--- src/rtl/wb_port_arbiter.sv ---
// Register-file write-port arbiter: EXU/LSU/CSR writeback sources share one registered
// writeback stage; also reports operand pending/forward status to decode.
module wb_port_arbiter #(
  parameter int unsigned XLEN     = 64,
  parameter bit          RR_EN    = 1'b1,
  parameter int unsigned WAIT_MAX = 15
) (
  input  logic            clk,
  input  logic            rst_n,

  input  logic            exu_valid,
  output logic            exu_ready,
  input  logic [4:0]      exu_rdr,
  input  logic [XLEN-1:0] exu_rd,

  input  logic            lsu_valid,
  output logic            lsu_ready,
  input  logic [4:0]      lsu_rdr,
  input  logic [XLEN-1:0] lsu_rd,

  input  logic            csr_valid,
  output logic            csr_ready,
  input  logic [4:0]      csr_rdr,
  input  logic [XLEN-1:0] csr_rd,

  output logic            wb_en,
  output logic [4:0]      wb_addr,
  output logic [XLEN-1:0] wb_data,

  input  logic [4:0]      q_rs1,
  input  logic [4:0]      q_rs2,
  output logic            rs1_pend,
  output logic            rs2_pend,
  output logic            rs1_fwd,
  output logic            rs2_fwd,
  output logic [XLEN-1:0] fwd_data,
  output logic            starve_err
);

  typedef enum logic [1:0] {SrcExu = 2'd0, SrcLsu = 2'd1, SrcCsr = 2'd2} src_e;

  src_e            rr_ptr;
  logic [2:0]      valid;
  logic [2:0]      req;
  logic [2:0]      grant;
  logic [2:0]      accept;
  logic [4:0]      rdr [3];
  logic [XLEN-1:0] rd [3];
  logic [3:0]      wait_q [3];
  logic [3:0]      wait_d [3];
  logic            starve_hit;
  logic            dup_rdr;

  assign valid  = {csr_valid, lsu_valid, exu_valid};
  assign rdr[0] = exu_rdr;
  assign rdr[1] = lsu_rdr;
  assign rdr[2] = csr_rdr;
  assign rd[0]  = exu_rd;
  assign rd[1]  = lsu_rd;
  assign rd[2]  = csr_rd;

  // Only requests that actually write a register compete for the port.
  always_comb begin
    req = 3'b000;
    for (int k = 0; k < 3; k++) begin
      req[k] = valid[k] && (rdr[k] != 5'd0);
    end
  end

  always_comb begin
    grant = 3'b000;
    if (!RR_EN || rr_ptr == SrcExu) begin
      if (req[0])      grant = 3'b001;
      else if (req[1]) grant = 3'b010;
      else if (req[2]) grant = 3'b100;
    end else if (rr_ptr == SrcLsu) begin
      if (req[1])      grant = 3'b010;
      else if (req[2]) grant = 3'b100;
      else if (req[0]) grant = 3'b001;
    end else begin
      if (req[2])      grant = 3'b100;
      else if (req[0]) grant = 3'b001;
      else if (req[1]) grant = 3'b010;
    end
  end

  // x0 writes are swallowed immediately; they never need the port.
  always_comb begin
    accept = 3'b000;
    for (int k = 0; k < 3; k++) begin
      accept[k] = rst_n && valid[k] && ((rdr[k] == 5'd0) || grant[k]);
    end
  end

  assign exu_ready = accept[0];
  assign lsu_ready = accept[1];
  assign csr_ready = accept[2];

  always_comb begin
    rs1_pend = 1'b0;
    rs2_pend = 1'b0;
    for (int k = 0; k < 3; k++) begin
      if (req[k] && !grant[k]) begin
        if (rdr[k] == q_rs1) rs1_pend = 1'b1;
        if (rdr[k] == q_rs2) rs2_pend = 1'b1;
      end
    end
  end

  assign rs1_fwd  = wb_en && (q_rs1 != 5'd0) && (wb_addr == q_rs1);
  assign rs2_fwd  = wb_en && (q_rs2 != 5'd0) && (wb_addr == q_rs2);
  assign fwd_data = wb_data;

  always_comb begin
    starve_hit = 1'b0;
    for (int k = 0; k < 3; k++) begin
      if (valid[k] && !accept[k]) begin
        wait_d[k] = (wait_q[k] == 4'hf) ? wait_q[k] : wait_q[k] + 4'd1;
      end else begin
        wait_d[k] = 4'd0;
      end
      if (32'(wait_d[k]) > WAIT_MAX) starve_hit = 1'b1;
    end
  end

  always_ff @(posedge clk) begin
    if (!rst_n) begin
      wb_en      <= 1'b0;
      wb_addr    <= 5'd0;
      wb_data    <= '0;
      rr_ptr     <= SrcExu;
      starve_err <= 1'b0;
      for (int k = 0; k < 3; k++) begin
        wait_q[k] <= 4'd0;
      end
    end else begin
      wb_en <= |grant;
      unique case (grant)
        3'b001: begin
          wb_addr <= rdr[0];
          wb_data <= rd[0];
          rr_ptr  <= SrcLsu;
        end
        3'b010: begin
          wb_addr <= rdr[1];
          wb_data <= rd[1];
          rr_ptr  <= SrcCsr;
        end
        3'b100: begin
          wb_addr <= rdr[2];
          wb_data <= rd[2];
          rr_ptr  <= SrcExu;
        end
        default: ;
      endcase
      for (int k = 0; k < 3; k++) begin
        wait_q[k] <= wait_d[k];
      end
      if (starve_hit) starve_err <= 1'b1;
    end
  end

  // Decode should have stalled the second writer; flag it, hardware still grants by priority.
  assign dup_rdr = (req[0] && req[1] && (rdr[0] == rdr[1])) ||
                   (req[0] && req[2] && (rdr[0] == rdr[2])) ||
                   (req[1] && req[2] && (rdr[1] == rdr[2]));

  assert property (@(posedge clk) disable iff (!rst_n) !dup_rdr);
  assert property (@(posedge clk) disable iff (!rst_n) $onehot0(grant));

endmodule

--- config.mk ---
export PLATFORM = sky130hd
export DESIGN_NAME = wb_port_arbiter
export DESIGN_NICKNAME = d
export VERILOG_FILES = /design/src/rtl/wb_port_arbiter.sv
export SDC_FILE = /design/constraint.sdc
export NUM_CORES = 1
export LEC_CHECK = 0
export ABC_CLOCK_PERIOD_IN_PS = 2400
export CORE_AREA = 2 2 140 142
export CTS_CLUSTER_SIZE = 40
export DETAILED_ROUTE_END_ITERATION = 12
export DIE_AREA = 0 0 142 144
export GPL_ROUTABILITY_DRIVEN = 0
export PLACE_DENSITY = 0.63
export SLEW_MARGIN = 25
export SYNTH_ARGS = -nofsm -noshare
export SYNTH_HDL_FRONTEND = slang
export SYNTH_SLANG_ARGS = --single-unit
--- constraint.sdc ---
create_clock -name clk -period 2.4 [get_ports clk]
set_clock_uncertainty 0.15 [all_clocks]
set_input_delay 0.24 -clock clk [delete_from_list [all_inputs] [get_ports clk]]
set_output_delay 0.24 -clock clk [all_outputs]
set_load 0.02 [all_outputs]
==> impl.org <==
** Clock tree
- After clock tree synthesis, the flow added hold-fix buffers numbering 0.
- Root buffer selected by CTS :: clkbuf_16
- Number of CTS-inserted buffers :: 9
- Latest clock arrival within the worst-skew pair :: 330 ps
- CTS tree :: done
- CTS HTree Levels :: 3
- Clock slew at the register clock pins of the worst setup and hold paths :: 70 ps
- Buffers from clock root to sink, at most :: 2
- Sink count of the clock tree :: 72

** GRT
- First-pass GRT wire length :: 29.4 mm
- Aggregate global routing overflow :: 0
- Combined global-route utilization of all metal layers :: 0.189
- Entering global routing, the biggest net connects 39 pins.
- The number of global-route vias before repair was 5047.
- The initial antenna violation count is 0.

** Drt
- After detailed routing, the average wire length per cell comes to 19.7 um.
- Drt pass-1 iters :: 4
- After detailed routing, the number of remaining DRC violations is 0.
- Detailed-route wire length :: 20.6 mm
- Routed Antenna Nets :: 0
- Initial detailed-routing violation count :: 261
- In the routed layout, each cell is associated on average with a via count of 4.89.
- Via Count :: 5100

** Worst setup path
- The startpoint identified for the worst register-to-register timing path is rr_ptr[1]$_SDFFE_PN0P_.
- The slowest stage of the critical path belongs to the cell or4_4.
- Capture instance of the worst register-to-register path :: fwd_data[5]$_SDFFE_PN0P_
- STA classifies the critical path startpoint as a primary input.
- Data required time of the critical path :: 2480 ps
- Cell Chain, Critical Path :: dlygate4sd2_1, or4_4, buf_6, o21a_4, o2111a_2, bufbuf_16, a22o_1, a221o_1
- The most critical setup path has its endpoint at fwd_data[5]$_SDFFE_PN0P_.
- The worst register-to-register path has a depth of 6.
- Data arrival, critical path :: 2490 ps
- Worst path bufs/invs :: 3
- In this run the worst path has a maximum fanout of 18.
- Reg2Reg Setup Slack :: 200 ps
- The setup path with the least slack is of type in2reg.
- Stages on the worst setup path :: 8
- Startpoint of the worst setup timing path :: exu_rdr[4]
- For this run, the slowest stage of the critical path takes 570 ps.
- CP endpoint kind :: flip-flop
- Grouping stages by cell kind, the critical path spends the most delay in compound AO/OA/AOI/OAI gates.

** Status
- The final reports fail on negative setup slack.
- Outcome :: finished with violations

** Yosys
- Netlist area before placement :: 4290 um^2
- Number of instances in the synthesized netlist :: 444
- When the netlist entered floorplanning its net count stood at 666.
- Among all flip-flop cells after synthesis, the most frequent one is dfxtp_1.
- Share of the synthesized area in the top cell type :: 0.336
- Averaged over all synthesized cells, the footprint is 9.67 um^2.
- The share of the Yosys chip area taken by registers is 0.336.
- In this run, synthesis produced a sequential element count of 72.
- Fraction of registers with async set or reset after synthesis :: 0
- Of all cell types, the one taking the most synthesized area is dfxtp_1.
- Biggest area contributors in the synthesized netlist :: dfxtp_1 (34%), a221o_1 (15%), a22o_1 (13%)
- Counting flops with a built-in enable in the synthesized netlist gives 0.
- Number of distinct library cell variants in the gate-level netlist after synthesis :: 40
- The Yosys step of the flow raised 0 warnings.

** Cells and area
- In the final design database the tool counted 1023 nets.
- Layout-stage area growth over the synthesis result :: 105%
- Excluding fillers, the count of instances in the completed layout stands at 1044.
- 0 antenna diodes ended up in the layout.
- Once layout is complete, the utilization of the core stands at 0.460.
- Layout cell share with drive strength beyond 1 :: 0.156
- After filler insertion, the fill cell instance count of the layout stands at 1848.

** Floorplan
- Die area :: 20400 um^2
- The initialized floorplan defines 51 standard-cell rows.
- Vert. Die Dim :: 144 um
- Area of the core region :: 19100 um^2
- Chip width :: 142 um
- Initial core utilization :: 0.225
- During I/O placement, the number of pins put on the boundary was 364.

** Placed design
- Number of port buffers :: 362
- Detailed-placement wirelength estimate :: 15.6 mm
- Once placement completed, the tool counted placed cells totaling 1009.

** Timing
- Ratio of final minimum period to clock period :: 1.01
- Final worst path period need :: 2410 ps
- Worst hold-check slack :: 291 ps
- Final Worst Setup Slack :: -12.5 ps
- Unrepaired setup endpoints after global routing :: yes
- Slew Viols, Final :: 0
- Setup violations remaining at the end of the flow were counted as 17.
- Final number of hold-violating endpoints :: 0
- Peak clock frequency supported by timing :: 415 MHz

** Flow run
- Max-cap violations in this run came to 0.

** Pwr
- Across the VDD grid, the largest voltage drop is 0.282 mV.
- Total power after layout :: 4.55 mW
- Static leakage power :: 3.43 nW
- Cell area power density :: 518 nW/um^2

** Min path
- Hold/Removal Path Class :: in2reg
final cells by class:
cell class | count | area [um^2] | area share
Tap cell | 238 | 298 | 0.0339
Clock buffer | 10 | 239 | 0.0272
Clock inverter | 6 | 42.5 | 0.00485
Multi-Input combinational cell | 262 | 2190 | 0.249
Timing Repair Buffer | 451 | 4550 | 0.518
Inverter | 5 | 18.8 | 0.00214
Sequential cell | 72 | 1440 | 0.164
through the flow:
step / setup WS, ps / area [um^2] / TNS, ps
6_report: -12.5 / 8780 / -80.1
3_5_place_dp: -474 / 8170 / -30040
2_1_floorplan: 217 / 4290 / 0
5_1_grt: -58.2 / 8780 / -1120
3_3_place_gp: -468 / 8170 / -28520
4_1_cts: -7.50 / 8750 / -30.0
repair_timing:
action                                  in CTS  in global routing
resized for setup                           50                  5
pin swaps                                   10                  9
cloned                                       5                  0
buffers inserted                            12                  3
endpoints found under the setup margin      69                 49
cell usage in the layout, fill, tap and decap left out, types with 2 or more instances in the layout:
master	instances
dlygate4sd2_1	13
nor3_1	8
o21ai_1	10
o211ai_1	3
a22oi_1	4
xor2_1	18
a21oi_1	5
o22a_1	4
buf_16	4
dlymetal6s2s_1	2
dfxtp_1	72
o21ai_4	2
xnor2_1	20
bufbuf_16	2
nand3_1	17
buf_12	11
nor2_1	3
or4_4	3
buf_4	68
and3_1	5
clkinv_2	2
clkinvlp_4	2
a22o_1	64
a221o_1	63
o21a_4	3
nand2_1	12
clkbuf_16	9
nor4_1	4
inv_1	4
buf_6	6
buf_2	3
clkdlybuf4s50_1	342
synthesized netlist by cell type (all sizes together), types with 9 or more instances:
| cell type | n |
|---|---|
| dfxtp | 72 |
| xor2 | 18 |
| a221o | 63 |
| a22o | 64 |
| o21ai | 14 |
| nor3 | 9 |
| clkbuf | 17 |
| nand3 | 17 |
| xnor2 | 20 |
| buf | 88 |
| nand2 | 12 |
power breakdown:
group | switching [mW] | internal [mW]
combinational | 0.742 | 1.04
sequential | 0.135 | 1.32
clock | 0.580 | 0.731
worst reg2reg max path, stage by stage (launching register included):
cell,delay [ps]
dfxtp_1,480
nor2_1,110
buf_4,160
o2111a_2,370
bufbuf_16,330
a22o_1,240
a221o_1,260
worst min-delay path by stage:
stage,from,to,cells past startpoint
after detailed placement,rr_ptr[1]$_SDFFE_PN0P_,rr_ptr[1]$_SDFFE_PN0P_,2
after global placement,rr_ptr[1]$_SDFFE_PN0P_,rr_ptr[1]$_SDFFE_PN0P_,2
after floorplan,rst_n,wb_addr[0]$_SDFFE_PN0P_,1
after global routing,exu_rdr[1],wb_addr[1]$_SDFFE_PN0P_,4
final,exu_rdr[3],wb_addr[3]$_SDFFE_PN0P_,4
after CTS,exu_rdr[3],wb_addr[3]$_SDFFE_PN0P_,4
state kept, by name (all words and copies together), names as in the netlist:
register / cells
fwd_data: 64
rr_ptr: 2
wb_addr: 5
wb_en: 1
metal layers:
layer	wire [um]	GRT usage
met4	610	0.0821
met2	9940	0.315
met5	0	0
met1	8590	0.235
met3	1470	0.0430
cell families after synthesis:
logic type / Yosys count / synth area share
other cells: 1 / 0.000874
buf+inv: 110 / 0.167
xor+xnor: 38 / 0.0775
flops: 72 / 0.336
simple gates: 55 / 0.0714
compound gates: 168 / 0.347
Note: power is estimated with default switching activity, not from simulation.
